$ cat config.mk
export PLATFORM = sky130hd
export DESIGN_NAME = serial_sub4
export DESIGN_NICKNAME = d
export VERILOG_FILES = /design/src/rtl/serial_sub4_pkg.sv /design/src/rtl/full_sub.sv /design/src/rtl/serial_sub4.sv
export SDC_FILE = /design/constraint.sdc
export NUM_CORES = 1
export LEC_CHECK = 0
export CAP_MARGIN = 20
export CORE_AREA = 2 2 57 59
export CTS_CLUSTER_DIAMETER = 50
export DETAILED_ROUTE_END_ITERATION = 6
export DIE_AREA = 0 0 59 61
export PLACE_DENSITY = 0.66
export SYNTH_ARGS = -nofsm -noshare
export SYNTH_HDL_FRONTEND = slang
export SYNTH_SLANG_ARGS = --single-unit
$ cat constraint.sdc
create_clock -name clk -period 1.7 [get_ports clk]
set_clock_uncertainty 0.15 [all_clocks]
set_input_delay 0.34 -clock clk [delete_from_list [all_inputs] [get_ports clk]]
set_output_delay 0.34 -clock clk [all_outputs]
set_load 0.05 [all_outputs]
$ cat src/rtl/serial_sub4_pkg.sv
// Shared definitions for the bit-serial subtractor: state encoding and default width.
package serial_sub4_pkg;

    localparam int DEF_WIDTH = 4;

    typedef enum logic [1:0] {
        ST_IDLE  = 2'd0,
        ST_SHIFT = 2'd1,
        ST_DONE  = 2'd2
    } state_t;

endpackage

$ cat src/rtl/full_sub.sv
// Single-bit combinational full subtractor: d = a - b - b_in, b_out = borrow.
module full_sub (
    output logic b_out,
    output logic d,
    input  logic a,
    input  logic b,
    input  logic b_in
);

    assign d     = a ^ b ^ b_in;
    assign b_out = (~a & b) | (~a & b_in) | (b & b_in);

endmodule

$ cat src/rtl/serial_sub4.sv
// Bit-serial two's-complement subtractor: one full-subtractor cell, LSB first,
// WIDTH cycles per operation behind a start/ready/done handshake.
module serial_sub4
    import serial_sub4_pkg::*;
#(
    parameter int WIDTH = DEF_WIDTH,
    parameter int CW    = 6
) (
    input  logic             clk,
    input  logic             rst,
    input  logic             start,
    input  logic [WIDTH-1:0] a,
    input  logic [WIDTH-1:0] b,
    input  logic             b_in,
    output logic             ready,
    output logic             busy,
    output logic             done,
    output logic [WIDTH-1:0] d,
    output logic             b_out
);

    state_t           state_q, state_d;
    logic [WIDTH-1:0] a_sh_q, a_sh_d;
    logic [WIDTH-1:0] b_sh_q, b_sh_d;
    // The final difference bit goes straight to d, so only WIDTH-1 bits are ever held.
    logic [WIDTH-2:0] d_sh_q, d_sh_d;
    logic             brw_q, brw_d;
    logic [CW-1:0]    cnt_q, cnt_d;
    logic [WIDTH-1:0] d_q, d_d;
    logic             b_out_q, b_out_d;

    logic             diff;
    logic             bnew;
    logic             last_bit;
    logic [WIDTH-1:0] d_cat;

    full_sub u_full_sub (
        .b_out (bnew),
        .d     (diff),
        .a     (a_sh_q[0]),
        .b     (b_sh_q[0]),
        .b_in  (brw_q)
    );

    assign last_bit = (cnt_q == CW'(WIDTH - 1));
    assign d_cat    = {diff, d_sh_q};

    // NOTE: state registers use non-blocking assignment so every flop samples pre-edge values.
    always_ff @(posedge clk) begin
        if (rst) begin
            state_q <= ST_IDLE;
        end else begin
            state_q <= state_d;
        end
    end

    // NOTE: every output of a combinational block gets a default first, so no latch is inferred.
    always_comb begin
        state_d = state_q;
        case (state_q)
            ST_IDLE:  if (start)    state_d = ST_SHIFT;
            ST_SHIFT: if (last_bit) state_d = ST_DONE;
            ST_DONE:                state_d = ST_IDLE;
            default:                state_d = ST_IDLE;
        endcase
    end

    always_comb begin
        ready = (state_q == ST_IDLE);
        busy  = (state_q == ST_SHIFT);
        done  = (state_q == ST_DONE);
    end

    // Datapath next-state; d/b_out load on the last shift so they appear with done.
    always_comb begin
        a_sh_d  = a_sh_q;
        b_sh_d  = b_sh_q;
        d_sh_d  = d_sh_q;
        brw_d   = brw_q;
        cnt_d   = cnt_q;
        d_d     = d_q;
        b_out_d = b_out_q;
        case (state_q)
            ST_IDLE: begin
                if (start) begin
                    a_sh_d = a;
                    b_sh_d = b;
                    brw_d  = b_in;
                    cnt_d  = '0;
                end
            end
            ST_SHIFT: begin
                a_sh_d = a_sh_q >> 1;
                b_sh_d = b_sh_q >> 1;
                d_sh_d = d_cat[WIDTH-1:1];
                brw_d  = bnew;
                cnt_d  = cnt_q + CW'(1);
                if (last_bit) begin
                    d_d     = d_cat;
                    b_out_d = bnew;
                end
            end
            default: ;
        endcase
    end

    always_ff @(posedge clk) begin
        if (rst) begin
            a_sh_q  <= '0;
            b_sh_q  <= '0;
            d_sh_q  <= '0;
            brw_q   <= 1'b0;
            cnt_q   <= '0;
            d_q     <= '0;
            b_out_q <= 1'b0;
        end else begin
            a_sh_q  <= a_sh_d;
            b_sh_q  <= b_sh_d;
            d_sh_q  <= d_sh_d;
            brw_q   <= brw_d;
            cnt_q   <= cnt_d;
            d_q     <= d_d;
            b_out_q <= b_out_d;
        end
    end

    assign d     = d_q;
    assign b_out = b_out_q;

endmodule

# After elaboration in Yosys (flattened, before gate mapping)

Cells that the tools add are included.

Register bits after elaboration: 25
Bits of input ports: 12
Output and inout port bits: 8
Logic and storage cells: 38

Add/sub/neg operators: 1
Eq/ne operators: 5
Multiplexer cells: 11
Bitwise logic cells: 8
Reductions and logical operators: 5

Operators by type and width:

| kind                | count |
|---|---|
| $pmux 4 s2          | 2 |
| $pmux 6 s2          | 1 |
| $mux 4              | 2 |
| $add 6x1->6 const B | 1 |
| $eq 6x2->1 const B  | 1 |
| $mux 6              | 1 |
| $reduce_and 2->1    | 3 |
| $mux 2              | 2 |
| $pmux 2 s2          | 1 |
| $and 1x1->1         | 3 |
| $eq 2x1->1 const B  | 1 |
| $eq 2x2->1 const B  | 1 |
| $logic_not 2->1     | 1 |
| $ne 2x1->1 const B  | 1 |
| $ne 2x2->1 const B  | 1 |
| $or 1x1->1          | 2 |
| $pmux 1 s2          | 1 |
| $reduce_bool 2->1   | 1 |
| $xor 1x1->1         | 2 |
| $mux 1              | 1 |
| $not 1->1           | 1 |

# Logic depth before layout (Yosys ltp)

Gate-level depths: netlist (run 1).

Depth after elaboration: 5
Depth in mapped cells: 5

# Hierarchy

From an unflattened synthesis (run 1), not the netlist that was laid out.

Cell total of the unflattened synthesis: 133
Area total of the unflattened synthesis: 1166.1 um2

Modules (own cells, without submodules):

| module      | instances | cells an instance | area an instance (um2) |
|---|---|---|---|
| serial_sub4 | 1         | 130               | 1138.6 |
| full_sub    | 1         | 3                 | 27.5 |

# Least setup slack after synthesis (run 1)

OpenSTA, ideal clock, no wires.

Path kind: reg-to-output
Start point: register state_q[1]
End point: output port done
Arrival: 1245 ps
Setup slack: -35 ps
Stages on the path, launching flop included: 3
Path buffers: 0
Cells stage by stage: dfxtp_1 -> inv_1 -> nor2_1

Longest elaborated chain between the ends: 1

RTL lines:

| item                   | RTL line          | source |
|---|---|---|
| from (decl)            | serial_sub4.sv:22 | `state_t state_q, state_d;` |
| from (signal assigned) | serial_sub4.sv:53 | `state_q <= state_d;` |
| $eq 2x2->1             | serial_sub4.sv:71 | `done = (state_q == ST_DONE);` |
| to (decl)              | serial_sub4.sv:17 | `output logic done,` |

No other way between the ends.

# Worst setup path in the final report (run 1)

Start point: register cnt_q[1]
End point: register d_q[1] (netlist: d[1])

Longest elaborated chain between the ends: 2

RTL lines:

| item                       | RTL line           | source |
|---|---|---|
| from (decl)                | serial_sub4.sv:28  | `logic [CW-1:0] cnt_q, cnt_d;` |
| from (signal assigned)     | serial_sub4.sv:121 | `cnt_q <= cnt_d;` |
| $eq 6x2->1                 | serial_sub4.sv:45  | `assign last_bit = (cnt_q == CW'(WIDTH - 1));` |
| $reduce_and 2->1 (no line) | --                 |  |
| to (signal assigned)       | serial_sub4.sv:114 | `d_q <= '0;` |
| to (signal assigned)       | serial_sub4.sv:122 | `d_q <= d_d;` |
| to (decl)                  | serial_sub4.sv:29  | `logic [WIDTH-1:0] d_q, d_d;` |

No other way between the ends.
A chain may end at the register's enable or synchronous reset.

==> results of run 1 <==
-- flip-flops by register name, indices dropped and copies added, names as in the netlist --
register	cells
d	4
b_out	1
b_sh_q	4
state_q	2
cnt_q	6
d_sh_q	3
a_sh_q	4
brw_q	1
-- stage by stage --
| stage | cell area [um^2] | power [mW] | worst slack, ns | instances | util [%] |
|---|---|---|---|---|---|
| after floorplan | 1134 | 0.7519 | 0.08963 | 116 | - |
| after global placement | 1484 | 0.8300 | 0.02331 | 171 | 50.25 |
| after detailed placement | 1484 | 0.8336 | 0.0005302 | 171 | 50.25 |
| after CTS | 1513 | 1.093 | 0.01343 | 175 | 51.23 |
| after global routing | 1521 | 1.141 | 0.002902 | 175 | 51.53 |
| final | 1521 | 1.078 | 0.07965 | 175 | 51.53 |
-- critical path, stage by stage (launching register included) --
cell	delay, ns
dfxtp_2	0.38
ha_1	0.22
nor2b_2	0.21
and3_1	0.24
buf_4	0.18
mux2i_1	0.18
-- report_power, final --
group / internal (mW) / total [mW] / switching, mW
registers: 0.611 / 0.628 / 0.0162
clock network: 0.0878 / 0.257 / 0.170
logic: 0.0994 / 0.193 / 0.0933
total: 0.799 / 1.08 / 0.279
-- what timing repair did --
| action | CTS | global route |
|---|---|---|
| resized for setup | 1 | 4 |
| setup buffers | 0 | 0 |
| endpoints found under the setup margin | 1 | 8 |
| hold buffers | 0 | 0 |
-- worst min path at each step --
| stage | to | slack [ns] | depth (start not counted) |
|---|---|---|---|
| after floorplan | d[0]$_SDFFE_PP0P_ | 0.30 | 2 |
| after global placement | d[0]$_SDFFE_PP0P_ | 0.31 | 2 |
| after detailed placement | d[0]$_SDFFE_PP0P_ | 0.32 | 2 |
| after CTS | d[0]$_SDFFE_PP0P_ | 0.35 | 2 |
| after global routing | d[1]$_SDFFE_PP0P_ | 0.38 | 2 |
| final | d[0]$_SDFFE_PP0P_ | 0.34 | 2 |
-- cell type report --
type / instances / share of cell area (%)
multi-input cells: 82 / 38.49
flip-flops and latches: 25 / 33.22
repair buffers: 28 / 23.03
well taps: 33 / 2.714
clock buffers: 3 / 1.480
inverters: 3 / 0.7401
clock inverters: 1 / 0.3289
-- layer usage --
metal	vias to the layer above	wire [um]	global-route usage [%]
met5	-	0	0
met4	0	20	3.896
met3	2	134	2.772
met2	38	1088	23.97
met1	427	1069	18.69
li1	465	-	-
-- cell families (layout without fill, tap and decap cells) --
| logic type | after synthesis | in the layout | synth area share (%) |
|---|---|---|---|
| buffers and inverters | 9 | 35 | 4.646 |
| DFF | 25 | 25 | 44.25 |
| and+or+nand+nor | 46 | 46 | 23.01 |
| AOI/OAI and AO/OA | 25 | 25 | 16.59 |
| adders and majority gates | 2 | 2 | 2.876 |
| muxes | 9 | 9 | 8.628 |
-- synth_stat cells (2+ instances only) --
master	count	area (um^2)
dfxtp_1	25	500.5
nor2_1	19	71.32
nand2b_1	9	56.30
a211oi_1	8	60.06
mux2i_1	6	60.06
o22ai_1	6	37.54
a22oi_1	3	22.52
clkbuf_1	3	11.26
inv_1	3	11.26
nor2b_1	3	18.77
buf_6	2	22.52
nand3_1	2	10.01
nand3b_1	2	15.01
nand4_1	2	12.51
nor3b_1	2	15.01
==> impl_metrics.ini, run 1 <==
[status]
status = complete, no violations

[drt]
postRouteWirelength_mm = 2.311
vias = 932
drc = 0
wl_per_cell_um = 13.21
drtIter0Drc = 23
via_per_inst = 5.326
drtPass1Iterations = 5
drtAntennaViolNets = 0

[worst_setup_path]
reg2reg_depth = 5
cp_max_fo = 5
start_kind = register
r2r-start = cnt_q[1]$_SDFFE_PP0P_
r2r-end = d[1]$_SDFFE_PP0P_
cp-endpoint = d[1]$_SDFFE_PP0P_
critPathLaunch = cnt_q[1]$_SDFFE_PP0P_
crit_arrival_ns = 1.72
cp-end-kind = register
crit_type = register to register
required_ns = 1.80
r2r_setup_slack_ns = 0.08

[flow_run]
cap_violations = 0

[timing]
drv_slew = 0
fmax_mhz = 617.1
hold_viol = 0
relSlewSlack_pct = 78.98
tightest_slew_ns = 0.3151
rsz0062_at_grt = no
setup_violations = 0
hold_ws_ns = 0.3412
finalSetupTns_ns = 0
finalCriticalPeriod_ns = 1.620
finalCritPeriodShare_pct = 95.31

[logic_synthesis]
synth-edff-count = 0
synth_ff_type = dfxtp_1
yosysSeqAreaShare_pct = 44.25
async_reset_ff_share_pct = 0
yosysUniqueCellTypes = 36
synth_nets = 130
postSynthCellCount = 116
syn-cell-area_mm2 = 0.001131
ys_warn_count = 0
ys_ff_latch = 25
syn_area_per_cell_um2 = 9.751

[cts]
cts.sinks = 25
cts_tree = done
numCtsBuffers = 3
path_clk_slew_ns = 0.13
clk_latency_ns = 0.31
htree_levels = 1
clk_path_buf_depth = 2
root_buffer = clkbuf_4

[hold_path]
hold_path.class = register to register
min_from = d_sh_q[0]$_SDFFE_PP0P_

[placed_design]
place_congestion = 0.8127
dp_hpwl_mm = 1.718
io_buffers = 19

[final_layout]
multi_input_area_um2 = 585.6
antenna_cells = 0
regArea_um2 = 505.5
drive_above_1_share_pct = 24.65
mostFrequentLayoutCells = 23 x dfxtp_1, 17 x nor2_1, 11 x clkdlybuf4s50_1
nNetsFinal = 157
final_common_cell = dfxtp_1
fill_cells = 276
areaGrowthSynthToFinish_pct = 34.51

[global_routing]
antenna_found_initial = 0
grt_usage_pct = 14.23
grt_first_pass_wirelength_mm = 3.919
grt_start_max_net_pins = 25
grt_pass1_vias = 878
grt-ovfl-total = 0

[floorplanning]
core-area_mm2 = 0.002953
start_util_pct = 38.31
die_y_um = 61
num_io_pins = 20
row_count = 20
die_w_um = 59
die-area_mm2 = 0.003599

[power]
total_leakage_power_nw = 0.5760
power_density_mw_per_mm2 = 708.4
ir_drop_uv = 276.4
Note: power is estimated with default switching activity, not from simulation.
==> run 2, diff against run 1 <==
- clock period: 1.7 -> 1.45 ns (I/O delays scaled with it)
==> run 2 against run 1 <==
Against the previous run: the flow now finishes with violations (setup timing); hold slack better by 0.00067 ns; critical path depth fell by 2; die area stayed put; sequential cell count did not move; register-to-register slack worse by 0.12 ns; count of clock-buffer cells in the layout stayed put; highest routed layer unchanged.
==> impl_metrics.ini, run 2 (same netlist as run 1, synthesis figures left out) <==
[timing]
hold_viol = 0
fmax_mhz = 648.6
tightest_slew_ns = 0.2409
finalCritPeriodShare_pct = 106.3
finalCriticalPeriod_ns = 1.542
relSlewSlack_pct = 83.87
rsz0062_at_grt = yes
drv_slew = 0
finalSetupTns_ns = -0.2913
setup_violations = 4
layout_setup_ws_ns = -0.09172

[global_routing]
grt_use_met3_pct = 4.264
gr-max-usage-layer = met2
antenna_found_initial = 0
grt_use_met2_pct = 26.35
grt_pass1_vias = 968
grt_first_pass_wirelength_mm = 4.195
grt_start_max_net_pins = 16
grt_usage_pct = 15.46
grt-ovfl-total = 0
grt_use_met1_pct = 18.92

[worst_setup_path]
path_cells = nor2b_4 > buf_6 > buf_12
r2r_setup_slack_ns = -0.04
required_ns = 1.01
r2r-end = d[3]$_SDFFE_PP0P_
crit_buf_inv = 2
reg2reg_depth = 3
cp_max_fo = 6
r2r-start = brw_q$_SDFFE_PP0P_
cp.depth = 3
crit_type = register to output pin
max_stage_delay_ns = 0.40
slowest_stage = dfxtp_4
path_delay_family = flip-flops
cp-end-kind = output pin
crit_arrival_ns = 1.10
start_kind = register

[placed_design]
placed_area_mm2 = 0.001579
dp_hpwl_mm = 1.800
place_congestion = 0.7699
io_buffers = 19
dp_slack_ns = -0.2731

[cts]
htree_levels = 1
root_buffer = clkbuf_4
cts_tree = done
cts_hold_buf = 0
path_clk_slew_ns = 0.14
clk_latency_ns = 0.32
clk_path_buf_depth = 2
cts.sinks = 25
numCtsBuffers = 3

[hold_path]
min_from = a_sh_q[0]$_SDFFE_PP0P_
hold_depth = 2
hold_path.class = register to register
whs_endpoint = a_sh_q[0]$_SDFFE_PP0P_

[final_layout]
nNetsFinal = 169
antenna_cells = 0
fin_area_mm2 = 0.001655
final_common_cell = dfxtp_1
drive_above_1_share_pct = 35.71
largest-register = cnt_q
areaGrowthSynthToFinish_pct = 46.35
mostFrequentLayoutCells = 19 x dfxtp_1, 18 x buf_4, 17 x nor2_1
largest_register_ffs = 6

[drt]
drtIter0Drc = 12
drc = 0
postRouteWirelength_mm = 2.364
wl_per_cell_um = 12.64
drtAntennaViolNets = 0
drtPass1Iterations = 4
via_per_inst = 5.160
vias = 965

[status]
status = complete, but fails checks
violations = setup timing

[power]
combPwrFrac_pct = 20.2
seqPwrFrac_pct = 55.8
swShare_pct = 26.79
power_density_mw_per_mm2 = 802.5
clock_power_share_pct = 24.1
total_power_mw = 1.328
p_sw_mw = 0.3559
p_int_mw = 0.9726
ir_drop_uv = 538.5
total_leakage_power_nw = 0.6308

[flow_run]
cap_violations = 0

[floorplanning]
die_w_um = 59
row_count = 20
core-area_mm2 = 0.002953
die_y_um = 61
die-area_mm2 = 0.003599
start_util_pct = 38.31
num_io_pins = 20
==> run 2: changes by cell type in the layout (fill, tap and decap cells not counted), moves of 2 or more <==
cell     delta
buf_4      +10
dfxtp_1     -4
nor2_2      -2
dfxtp_2     +4
nor2_4      +2
buf_6       +3
==> run 2: layout make-up <==
type / instances / area, um^2
Timing Repair Buffer: 40 / 439.2
Inverter: 3 / 11.26
Fill cell: 270 / 1297
Tap cell: 33 / 41.29
Sequential cell: 25 / 510.5
Multi-Input combinational cell: 82 / 623.1
Clock inverter: 1 / 7.507
Clock buffer: 3 / 22.52
==> run 2: worst max-delay path by stage <==
stage                                       start               endpoint  slack, ns
after global routing      state_q[1]$_SDFFE_PP0P_                   busy      -0.15
final                     state_q[1]$_SDFFE_PP0P_                   busy      -0.09
after global placement                      start  cnt_q[5]$_SDFFE_PP0P_      -0.24
after CTS                 state_q[1]$_SDFFE_PP0P_                   busy      -0.11
after floorplan           state_q[1]$_SDFFE_PP0P_                   done      -0.04
after detailed placement                    start  cnt_q[5]$_SDFFE_PP0P_      -0.27
==> run 2: through the flow <==
step / hold slack (ns) / cells / utilization, %
after floorplan: 0.2883 / 116 / -
after global placement: 0.3139 / 182 / 53.47
after detailed placement: 0.3190 / 182 / 53.47
after CTS: 0.3428 / 187 / 55.68
after global routing: 0.3613 / 187 / 56.06
final: 0.3419 / 187 / 56.06
==> run 2: repair_timing <==
action | CTS | global route
endpoints found under the setup margin | 5 | 11
setup buffers | 1 | 0
pin swaps | 2 | 0
gates resized for setup | 9 | 4
==> run 2: layer usage <==
layer  wire length [um]  vias up
met3                 96        4
met5                  0        -
met4                 27        0
met1               1064      446
met2               1175       18
li1                   -      497
==> run 2: worst min-delay path, delay by kind of cell (launching register included) <==
| family | cells | cell delay (ns) |
|---|---|---|
| DFF | 1 | 0.34 |
| buffers and inverters | 1 | 0.06 |
| AOI/OAI and AO/OA | 1 | 0.06 |
==> run 2: power groups by stage <==
stage	clock network (mW)	registers (mW)	logic, mW
2_1_floorplan	0	0.753	0.133
3_3_place_gp	0	0.755	0.250
3_5_place_dp	0	0.757	0.255
4_1_cts	0.343	0.741	0.265
5_1_grt	0.369	0.746	0.291
6_report	0.320	0.741	0.268
==> run 3, diff against run 2 <==
--- a/constraint.sdc
+++ b/constraint.sdc
@@ -4,2 +4,2 @@
 set_output_delay 0.29 -clock clk [all_outputs]
-set_load 0.05 [all_outputs]
+set_load 0.1 [all_outputs]
==> run 3 against run 2 <==
Against the previous run: the flow still finishes with violations (setup timing); non-clock buffer count rose by 7; critical path type unchanged; clock power about the same; worst setup slack worse by 0.013 ns; fmax is 0.82% lower; largest cell class unchanged; total power rose by 3.4%; sequential cell count unchanged; core utilization increased by 4.1 points; critical path depth stayed put; final area up 7.3%.
==> impl_metrics.ini, run 3 (same netlist as run 1, synthesis figures left out) <==
[hold_path]
hold_depth = 2
min_from = d_sh_q[0]$_SDFFE_PP0P_
hold_path.class = register to register
whs_endpoint = d[0]$_SDFFE_PP0P_

[drt]
drtIter0Drc = 20
wl_per_cell_um = 12.91
via_per_inst = 5.201
postRouteWirelength_mm = 2.505
drtAntennaViolNets = 0
vias = 1009
drtPass1Iterations = 4
drc = 0

[global_routing]
grt_pass1_vias = 997
grt_start_max_net_pins = 16
grt_first_pass_wirelength_mm = 4.229
grt-ovfl-total = 0
grt_usage_pct = 15.39
antenna_found_initial = 0

[final_layout]
antenna_cells = 0
regArea_um2 = 513.0
nNetsFinal = 176
largest_register_ffs = 6
final_common_cell = buf_4
largest-register = cnt_q
drive_above_1_share_pct = 40.37
fill_cells = 265
fin_area_mm2 = 0.001775
mostFrequentLayoutCells = 21 x buf_4, 19 x dfxtp_1, 17 x nor2_1
areaGrowthSynthToFinish_pct = 56.97
multi_input_area_um2 = 655.6

[power]
power_density_mw_per_mm2 = 774.0
ir_drop_uv = 425.9
total_leakage_power_nw = 0.6889

[worst_setup_path]
r2r-start = brw_q$_SDFFE_PP0P_
r2r_setup_slack_ns = 0
slowest_stage = dfxtp_4
cp-end-kind = output pin
critPathLaunch = state_q[1]$_SDFFE_PP0P_
start_kind = register
required_ns = 1.01
path_delay_family = flip-flops
path_cells = nor2b_4 > buf_6 > buf_12
cp_max_fo = 4
reg2reg_depth = 3
crit_buf_inv = 2
max_stage_delay_ns = 0.40
crit_type = register to output pin
crit_arrival_ns = 1.11
cp.depth = 3
r2r-end = d[3]$_SDFFE_PP0P_

[floorplanning]
row_count = 20
num_io_pins = 20
die-area_mm2 = 0.003599
start_util_pct = 38.31
core-area_mm2 = 0.002953
die_w_um = 59
die_y_um = 61

[timing]
relSlewSlack_pct = 83.85
finalCritPeriodShare_pct = 107.2
layout_setup_ws_ns = -0.1045
hold_ws_ns = 0.3435
finalSetupTns_ns = -0.2728
rsz0062_at_grt = yes
hold_viol = 0
tightest_slew_ns = 0.2416
setup_violations = 3
drv_slew = 0
fmax_mhz = 643.3
finalCriticalPeriod_ns = 1.555

[status]
violations = setup timing
status = complete, but fails checks

[cts]
cts_hold_buf = 0
numCtsBuffers = 3
cts.sinks = 25
clk_latency_ns = 0.32
htree_levels = 1
clk_path_buf_depth = 2
cts_tree = done
path_clk_slew_ns = 0.15
root_buffer = clkbuf_4

[flow_run]
cap_violations = 0

[placed_design]
place_congestion = 0.8571
dp_hpwl_mm = 1.764
placed_area_mm2 = 0.001598
io_buffers = 19
-- run 3: final cells by class --
type | count | share of cell area (%)
Clock buffer | 3 | 1.269
Multi-Input combinational cell | 82 | 36.93
Sequential cell | 25 | 28.89
Inverter | 3 | 0.6343
Tap cell | 33 | 2.326
Timing Repair Buffer | 47 | 29.53
Clock inverter | 1 | 0.4228
-- run 3: metal layers --
layer / global-route usage (%) / part of all wire, % / vias to the layer above
met4: 6.169 / 0.96 / 0
met5: 0 / 0 / -
met3: 1.919 / 4.0 / 2
li1: - / - / 507
met1: 18.32 / 44 / 482
met2: 28.10 / 51 / 18
-- run 3: repair_timing --
action                                  4_1_cts  5_1_grt
resized for setup                             9       12
pin swaps                                     2        4
cloned                                        0        1
setup buffers                                 4        2
endpoints found under the setup margin        4       19
-- run 3: worst register-to-register path, delay by kind of cell (launching register included) --
family	cells	cell delay (ns)
fa+ha+maj	1	0.56
flops	1	0.36
mux	1	0.25
simple gates	1	0.05
-- run 3: worst max path at each step --
stage               slack, ns               endpoint
floorplan               -0.16                   done
global placement        -0.24  cnt_q[5]$_SDFFE_PP0P_
detailed placement      -0.27  cnt_q[5]$_SDFFE_PP0P_
CTS                     -0.11                   busy
global route            -0.16                   busy
finish                  -0.10                   busy
-- run 3: power breakdown --
part | switching (mW) | internal, mW
clock network | 0.213 | 0.105
registers | 0.0221 | 0.717
logic | 0.144 | 0.173
total | 0.379 | 0.995
-- run 3: through the flow --
stage          total power [mW]  worst slack [ns]  std cells  utilization, %
2_1_floorplan            0.9091           -0.1628        116               -
3_3_place_gp              1.018           -0.2440        183           54.11
3_5_place_dp              1.025           -0.2662        183           54.11
4_1_cts                   1.353           -0.1144        191           56.95
5_1_grt                   1.452           -0.1647        194           60.13
6_report                  1.374           -0.1045        194           60.13
